## config.mk

```make
export PLATFORM = sky130hd
export DESIGN_NAME = lsu
export DESIGN_NICKNAME = d
export VERILOG_FILES = /design/src/rtl/lsu_pkg.sv /design/src/rtl/lsu_align.sv /design/src/rtl/lsu.sv
export SDC_FILE = /design/constraint.sdc
export NUM_CORES = 1
export LEC_CHECK = 0
export ABC_AREA = 0
export BUFFER_PORTS_ARGS = -buffer_cell sky130_fd_sc_hd__buf_2
export CORE_MARGIN = 2
export CORE_UTILIZATION = 45
export DETAILED_ROUTE_END_ITERATION = 16
export PLACE_DENSITY_LB_ADDON = 0.1
export SYNTH_ARGS = -nofsm -noshare
export SYNTH_HDL_FRONTEND = slang
export SYNTH_SLANG_ARGS = --single-unit
```

## constraint.sdc

```tcl
create_clock -name clk -period 2 [get_ports clk]
set_clock_uncertainty 0.15 [all_clocks]
set_input_delay 0.2 -clock clk [delete_from_list [all_inputs] [get_ports clk]]
set_output_delay 0.2 -clock clk [all_outputs]
set_load 0.005 [all_outputs]
```

## src/rtl/lsu_pkg.sv

```systemverilog
// Shared constants for the load/store unit: funct3 encodings, FSM states, status codes.
// Pure declarations, no logic.
// Imported by lsu and lsu_align.
package lsu_pkg;

  // Load funct3 encodings
  localparam logic [2:0] LB  = 3'b000;
  localparam logic [2:0] LH  = 3'b001;
  localparam logic [2:0] LW  = 3'b010;
  localparam logic [2:0] LBU = 3'b100;
  localparam logic [2:0] LHU = 3'b101;

  // Store funct3 encodings
  localparam logic [2:0] SB  = 3'b000;
  localparam logic [2:0] SH  = 3'b001;
  localparam logic [2:0] SW  = 3'b010;

  // Completion status
  localparam logic [1:0] ERR_NONE     = 2'b00;
  localparam logic [1:0] ERR_MISALIGN = 2'b01;
  localparam logic [1:0] ERR_TIMEOUT  = 2'b10;
  localparam logic [1:0] ERR_ILLEGAL  = 2'b11;

  typedef enum logic [1:0] {
    ST_IDLE = 2'b00,
    ST_BUSY = 2'b01,
    ST_DONE = 2'b10
  } state_t;

endpackage

```

## src/rtl/lsu_align.sv

```systemverilog
// Lane steering for the LSU: store replication/strobes, load shift/extend, fault detection.
// Purely combinational, zero latency.
// No backpressure; the FSM in lsu decides when results are used.
module lsu_align
  import lsu_pkg::*;
(
  input  logic        req_we,
  input  logic [2:0]  req_funct3,
  input  logic [1:0]  req_off,
  input  logic [31:0] req_wdata,
  output logic        illegal,
  output logic        misalign,
  output logic [3:0]  st_wstrb,
  output logic [31:0] st_wdata,
  input  logic [2:0]  ld_funct3,
  input  logic [1:0]  ld_off,
  input  logic [31:0] ld_word,
  output logic [31:0] ld_data
);

  logic [31:0] shifted;

  // Classify funct3: unsigned variants exist only for loads; size bits gate alignment.
  always_comb begin
    illegal  = 1'b0;
    misalign = 1'b0;
    case (req_funct3)
      LB, LH, LW: illegal = 1'b0;
      LBU, LHU:   illegal = req_we;
      default:    illegal = 1'b1;
    endcase
    if (req_funct3[1:0] == 2'b01)
      misalign = req_off[0];
    else if (req_funct3[1:0] == 2'b10)
      misalign = (req_off != 2'b00);
  end

  // Replicate store data across lanes and select the byte strobes; loads drive nothing.
  always_comb begin
    st_wstrb = 4'b0000;
    st_wdata = 32'h0;
    if (req_we) begin
      case (req_funct3[1:0])
        2'b00: begin
          st_wstrb = 4'b0001 << req_off;
          st_wdata = {4{req_wdata[7:0]}};
        end
        2'b01: begin
          st_wstrb = 4'b0011 << {req_off[1], 1'b0};
          st_wdata = {2{req_wdata[15:0]}};
        end
        default: begin
          st_wstrb = 4'b1111;
          st_wdata = req_wdata;
        end
      endcase
    end
  end

  // Bring the addressed lane down to bit 0, then sign- or zero-extend.
  always_comb begin
    shifted = ld_word >> {ld_off, 3'b000};
    case (ld_funct3)
      LB:      ld_data = {{24{shifted[7]}}, shifted[7:0]};
      LH:      ld_data = {{16{shifted[15]}}, shifted[15:0]};
      LW:      ld_data = shifted;
      LBU:     ld_data = {24'h0, shifted[7:0]};
      LHU:     ld_data = {16'h0, shifted[15:0]};
      default: ld_data = 32'h0;
    endcase
  end

endmodule

```

## src/rtl/lsu.sv

```systemverilog
// RV32I load/store unit: validates, issues one data-memory access, returns extended data.
// Latency 3 cycles minimum (accept, BUSY, DONE) plus one per memory wait cycle; faults take 2.
// Holds stall while an access is outstanding; mem_valid waits on mem_ready up to TIMEOUT_CYCLES.
module lsu
  import lsu_pkg::*;
#(
  parameter int TIMEOUT_CYCLES = 255
) (
  input  logic        clk,
  input  logic        reset,
  input  logic        req_valid,
  input  logic        req_we,
  input  logic [2:0]  req_funct3,
  input  logic [31:0] req_addr,
  input  logic [31:0] req_wdata,
  output logic        stall,
  output logic        done,
  output logic [31:0] rdata,
  output logic [1:0]  err,
  output logic        mem_valid,
  input  logic        mem_ready,
  output logic [31:0] mem_addr,
  output logic        mem_we,
  output logic [3:0]  mem_wstrb,
  output logic [31:0] mem_wdata,
  input  logic [31:0] mem_rdata
);

  localparam int CW      = (TIMEOUT_CYCLES < 2) ? 1 : $clog2(TIMEOUT_CYCLES + 1);
  localparam int TO_LAST = (TIMEOUT_CYCLES > 0) ? TIMEOUT_CYCLES - 1 : 0;
  localparam logic [CW-1:0] TO_LAST_C = TO_LAST[CW-1:0];

  state_t      state;
  logic [CW-1:0] cnt;
  logic [2:0]  ld_funct3_q;
  logic [1:0]  ld_off_q;
  logic        illegal;
  logic        misalign;
  logic [3:0]  st_wstrb;
  logic [31:0] st_wdata;
  logic [31:0] ld_data;

  lsu_align u_align (
    .req_we     (req_we),
    .req_funct3 (req_funct3),
    .req_off    (req_addr[1:0]),
    .req_wdata  (req_wdata),
    .illegal    (illegal),
    .misalign   (misalign),
    .st_wstrb   (st_wstrb),
    .st_wdata   (st_wdata),
    .ld_funct3  (ld_funct3_q),
    .ld_off     (ld_off_q),
    .ld_word    (mem_rdata),
    .ld_data    (ld_data)
  );

  // Status decodes straight off the state register; reset also masks the IDLE stall path.
  assign mem_valid = (state == ST_BUSY);
  assign done      = (state == ST_DONE);
  assign stall     = reset & (((state == ST_IDLE) & req_valid) | (state == ST_BUSY));

  // Access FSM with timeout counter and result registers.
  always_ff @(posedge clk or negedge reset) begin
    if (!reset) begin
      state       <= ST_IDLE;
      cnt         <= '0;
      ld_funct3_q <= 3'b000;
      ld_off_q    <= 2'b00;
      mem_addr    <= 32'h0;
      mem_we      <= 1'b0;
      mem_wstrb   <= 4'b0000;
      mem_wdata   <= 32'h0;
      rdata       <= 32'h0;
      err         <= ERR_NONE;
    end else begin
      case (state)
        ST_IDLE: begin
          cnt <= '0;
          if (req_valid) begin
            if (illegal) begin
              err   <= ERR_ILLEGAL;
              rdata <= 32'h0;
              state <= ST_DONE;
            end else if (misalign) begin
              err   <= ERR_MISALIGN;
              rdata <= 32'h0;
              state <= ST_DONE;
            end else begin
              mem_addr    <= {req_addr[31:2], 2'b00};
              mem_we      <= req_we;
              mem_wstrb   <= st_wstrb;
              mem_wdata   <= st_wdata;
              ld_funct3_q <= req_funct3;
              ld_off_q    <= req_addr[1:0];
              state       <= ST_BUSY;
            end
          end
        end
        ST_BUSY: begin
          if (mem_ready) begin
            rdata <= mem_we ? 32'h0 : ld_data;
            err   <= ERR_NONE;
            state <= ST_DONE;
          end else if (TIMEOUT_CYCLES != 0) begin
            if (cnt == TO_LAST_C) begin
              rdata <= 32'h0;
              err   <= ERR_TIMEOUT;
              state <= ST_DONE;
            end else begin
              cnt <= cnt + 1'b1;
            end
          end
        end
        ST_DONE: begin
          cnt   <= '0;
          state <= ST_IDLE;
        end
        default: state <= ST_IDLE;
      endcase
    end
  end

endmodule

```

# Word level (Yosys, flattened, before mapping)
# Index checks and enable logic that the tools add are counted.
# totals
latchBits,0
ram_bits,0
rom_bits,0
output_inout_bits,106
n_memories,0
ff_bits,116
wordCells,80
# classes
n_div,0
bitwise,5
eq_ne,18
reduce_logical,14
shifts,3
n_lt_le_gt_ge,0
addsub,1
multipliers,0
muxes,29
# op_table
cell,n
2-to-1 mux 32 bit,7
one-hot mux 32 bit (5 select lines),1
one-hot mux 32 bit (2 select lines),2
>> shifter 32 x 5 -> 32 bit,1
2-to-1 mux 2 bit,9
2-to-1 mux 8 bit,2
one-hot mux 8 bit (2 select lines),1
"equality test 3 bit, second input constant",4
"adder 8 x 1 -> 8 bit, second input constant",1
"equality test 8 bit, second input constant",1
one-hot mux 2 bit (2 select lines),2
one-hot mux 4 bit (2 select lines),1
AND reduction 4 bit,2
"equality test 3 x 1 -> 1 bit, second input constant",2
"equality test 3 x 2 -> 1 bit, second input constant",2
logical NOT 3 bit,2
"!= test 2 bit, second input constant",3
nonzero test 2 bit,3
"equality test 2 x 1 -> 1 bit, second input constant",2
"equality test 2 bit, second input constant",2
logical NOT 2 bit,2
2-to-1 mux 4 bit,1
OR reduction 2 bit,2
"<< shifter 1 x 2 -> 4 bit, first input constant",1
other kinds (11),14

# Logic depth before layout (Yosys ltp)
# logic_depth
ltp_word,7
depth_mapped,7

# Modules after synthesis
# From an unflattened synthesis, not the netlist that was laid out.
# hier_totals
hier_cells,518
hier_area_um2,6115.9
# modules_own_cells
mod,n_inst,seq_area_each_um2,cells_each,area_each_um2
lsu,1,2902.8,295,4578.1
lsu_align,1,0.0,223,1537.7

# Worst setup path before layout
# OpenSTA, ideal clock, no wires.
# synth_path
path_type,reg2reg
start,register cnt[0]
end,register rdata[20]
arrival_ns,1.717
path_stages_with_launch,8
path_buffers,1
setup_slack_ns,0.007
required_time_ns,1.724
period_less_slack_ns,1.993
path_cell_list,dfrtp_1 > inv_1 > ha_1 > nand3_1 > o21ai_1 > o311ai_1 > clkbuf_1 > a221o_1
# synth_between
elab_chain_cells,3
# synth_rtl
element,line_no,text
start: declaration,lsu.sv:34,logic [CW-1:0] cnt;
start signal: assignment,lsu.sv:111,cnt <= cnt + 1'b1;
equality test 8 bit,lsu.sv:106,if (cnt == TO_LAST_C) begin
!= test 3 x 1 -> 1 bit (no line),n/a,
AND reduction 4 bit (no line),n/a,
end signal: assignment,lsu.sv:102,rdata <= mem_we ? 32'h0 : ld_data;
end: declaration,lsu.sv:18,"output logic [31:0] rdata,"
# Every way passes these cells.
# A chain may end at the register's enable or synchronous reset.

# Final worst setup path
# layout_path
start,register cnt[0]
end,register rdata[18]
# Same word-level chain as after synthesis.

==> flow_summary_export.csv <==
group,metric,value,unit
synth,netlist.area_leader.share,50.5,%
worst_setup_path,required,2.14,ns
detailed_routing,wire_per_inst,16.5,µm
timing,slew_violations,0,
detailed_routing,drtIter0Drc,227,
detailed_routing,num_vias,4910,
floorplanning,rows,41,
job,cap_violations,0,
grt,grt_pass1_wl,24.2,mm
synth,synth_compound_area_share,12.5,%
floorplanning,start_util,45.9,%
cts,clk_path_buf_depth,2,
final_layout,final_util,66.8,%
place,dpl.hpwl,10.5,mm
pwr,power.density,1210,mW/mm²
pwr,leakage,4.31,nW
grt,grt_max_degree,117,
timing,tightest_slew,0.621,ns
place,portBuffers,207,
detailed_routing,routed_wl,15.8,mm
place,gp_congestion,0.831,
timing,clock.fmax,508,MHz
synth,avgSynthCellArea,11.5,µm²
worst_setup_path,path_max_fanout,6,
cts,path_clk_slew,0.05,ns
synth,synth_top_family_by_area,"multiplexers",
floorplanning,die_w,117,µm
timing,post-route-min-period,1.97,ns
synth,synthDistinctLibCells,48,
floorplanning,die_h,117,µm
floorplanning,coreArea,0.0125,mm²
worst_hold_path,holdPathEnd,"mem_wdata[27]",
floorplanning,io_pins,210,
pwr,internal_power,7.07,mW
place,postPlaceCellArea,0.00707,mm²
worst_setup_path,r2r-end,"rdata[18]",
pwr,switchingPower,3.08,mW
final_layout,drive_gt1_share,43.9,%
worst_setup_path,cp-start-kind,"flop",
worst_setup_path,critPathKind,"reg -> reg",
cts,root_buffer,"clkbuf_16",
grt,grtUsageTotal,23.0,%
timing,min_period_over_period,98.4,%
synth,synthArstFlopShare,100,%
run_status,outcome,"finished, final reports clean",
synth,yosys_warnings,0,
timing,finalHoldViolCount,0,
synth,yosysSeqAreaShare,50.5,%
floorplanning,dieArea,0.0137,mm²
worst_setup_path,ff2ff_path_depth,8,
pwr,power_frac_comb,33.4,%
pwr,clkPwrFrac,30.8,%
grt,first_global_vias,5032,
final_layout,nFillCells,999,
synth,synth-simple-area-share,8.78,%
synth,synth_flop_cell,"dfrtp_1",
synth,netlist_instances,498,
synth,synth_area_leaders,"dfrtp_1 (51%), mux2_2 (12%), mux2i_1 (9.6%), o2bb2ai_1 (3.1%), a221o_1 (2.6%)",
grt,antenna_found_initial,0,
synth,synth_fa_ha_area_share,0.436,%
worst_hold_path,hold_path_depth,5,
synth,synth_area_leader_cell,"dfrtp_1",
worst_setup_path,crit_arrival,2.11,ns
final_layout,final_area,0.00836,mm²
grt,grt_overflow_total,0,
cts,clock_sinks,116,
synth,synth_edf_count,0,
timing,slew_headroom,58.6,%
worst_hold_path,hp-start,"req_wdata[27]",
detailed_routing,dr.pass1.iters,4,
cts,cts_made_buffers,17,
pwr,seq_power_share,35.8,%
detailed_routing,routed_via_density,5.14,
cts,cts_tree,"built",
synth,ys_ff_latch,116,
cts,h-tree-depth,4,
final_layout,syn_to_final_growth,45.5,%
cts,clk_latency,0.41,ns
synth,muxShareOfSynthArea,22.5,%
final_layout,insertedDiodeCount,0,
pwr,swShare,30.3,%
worst_setup_path,endpoint_kind,"flop",
worst_hold_path,hold_path_class,"in -> reg",
worst_setup_path,r2r-start,"cnt[0]",
synth,synth_xor_xnor_area_share,0.610,%
pwr,ir_drop,810,µV
final_layout,fin_nets,877,
worst_setup_path,rrSetupSlack,0.03,ns
timing,setup_viol_count_final,0,
timing,rsz0062_at_grt,"yes",
detailed_routing,ant_nets,0,
detailed_routing,drc,0,
synth,synth_area,0.00574,mm²
per-stage QoR:
step | hold WS (ns) | setup TNS, ns | total power [mW] | setup slack (ns) | instances
2_1_floorplan | -0.246 | 0 | 5.38 | 0.00660 | 499
3_3_place_gp | 0.192 | 0 | 6.72 | 0.102 | 866
3_5_place_dp | 0.204 | 0 | 6.82 | 0.0359 | 866
4_1_cts | 0.00280 | 0 | 10.1 | 0.00832 | 950
5_1_grt | 0.0346 | -0.437 | 10.8 | -0.0497 | 956
6_report | 0.0141 | 0 | 10.1 | 0.0315 | 956
how the worst max path moves through the flow:
stage | to | startpoint | cells after the start
2_1_floorplan | rdata[20] | cnt[0] | 7
3_3_place_gp | rdata[17] | ld_off_q[0] | 5
3_5_place_dp | rdata[19] | ld_off_q[0] | 5
4_1_cts | mem_addr[7] | req_funct3[2] | 7
5_1_grt | rdata[16] | cnt[0] | 8
6_report | rdata[18] | cnt[0] | 8
cells in the mapped netlist (2+ instances only):
cell / number
dfrtp_1: 116
mux2_2: 62
mux2i_1: 55
nand2_1: 37
inv_1: 24
o21ai_0: 24
clkbuf_1: 20
o2bb2ai_1: 20
nor2b_1: 17
a21oi_1: 16
nor2_1: 16
a221o_1: 15
buf_2: 11
a21boi_0: 9
and2_1: 6
nand3_1: 5
nand2b_1: 3
o211ai_1: 3
xnor2_1: 3
and3_1: 2
buf_4: 2
buf_6: 2
ha_1: 2
mux4_2: 2
nand4_1: 2
o22ai_1: 2
what timing repair did:
| item | in CTS | in global routing |
|---|---|---|
| setup buffers | 0 | 4 |
| hold endpoints to repair | 167 | 0 |
| endpoints found under the setup margin | 0 | 80 |
| gates resized for setup | 0 | 15 |
| hold buffers | 52 | 0 |
logic make-up (layout without fill, tap and decap cells):
kind of cell               count (synthesis)  in the layout
adders and majority gates                  2              2
buffers and inverters                     59            344
other                                      1              2
DFF                                      116            116
xor gates and xnor gates                   4              4
and+or+nand+nor                           97             97
muxes                                    119            119
AOI/OAI and AO/OA                        100            100
power by group through the flow:
stage,logic (mW),clock network [mW],registers [mW]
CTS,3.25,3.18,3.63
global placement,3.11,0,3.61
floorplan,1.71,0,3.67
finish,3.39,3.12,3.64
global route,3.73,3.29,3.74
detailed placement,3.16,0,3.66
routing by layer:
layer	share of wire, %	up-vias	wire length, µm	track usage, %
li1	-	2337	-	-
met1	41	2394	6430	27.0
met2	50	149	7890	39.0
met3	7.1	30	1120	8.24
met4	1.9	0	303	8.31
met5	0	-	0	0
cells in the final DEF (no fill, tap or decap), types with 3 or more instances in the layout:
| cell type | count |
|---|---|
| mux2_2 | 62 |
| nand2_1 | 37 |
| mux2i_1 | 55 |
| o2bb2ai_1 | 20 |
| xnor2_1 | 3 |
| o211ai_1 | 3 |
| inv_1 | 23 |
| a21oi_1 | 15 |
| a21boi_0 | 9 |
| nor2b_1 | 15 |
| dfrtp_1 | 114 |
| clkbuf_8 | 4 |
| nand3_1 | 4 |
| dlygate4sd3_1 | 51 |
| buf_12 | 5 |
| bufinv_16 | 3 |
| nor2_1 | 16 |
| clkinv_2 | 4 |
| a221o_1 | 15 |
| clkbuf_16 | 19 |
| o21ai_0 | 24 |
| and2_1 | 6 |
| buf_4 | 21 |
| buf_2 | 205 |
worst max-delay path, stage by stage, from the launching register on:
cell and delay, ns:
dfrtp_1 0.37, inv_1 0.06, ha_2 0.16, nand3_2 0.10, o21ai_4 0.17, o311ai_4 0.20
buf_12 0.19, clkbuf_16 0.14, a221o_1 0.31
cell type report:
| class | instances | area [µm²] | share of cell area (%) |
|---|---|---|---|
| inverters | 24 | 90.1 | 1.08 |
| clock inverters | 9 | 125 | 1.50 |
| clock buffers | 23 | 488 | 5.84 |
| well taps | 172 | 215 | 2.58 |
| flip-flops and latches | 116 | 2910 | 34.8 |
| repair buffers | 288 | 1890 | 22.7 |
| multi-input cells | 324 | 2640 | 31.6 |
flip-flops by register name (all words and copies together) (netlist names), 3 cells and up:
name / flops
cnt: 8
ld_funct3_q: 3
mem_addr: 30
mem_wdata: 32
mem_wstrb: 4
rdata: 32
(Power assumes the default switching activity.)
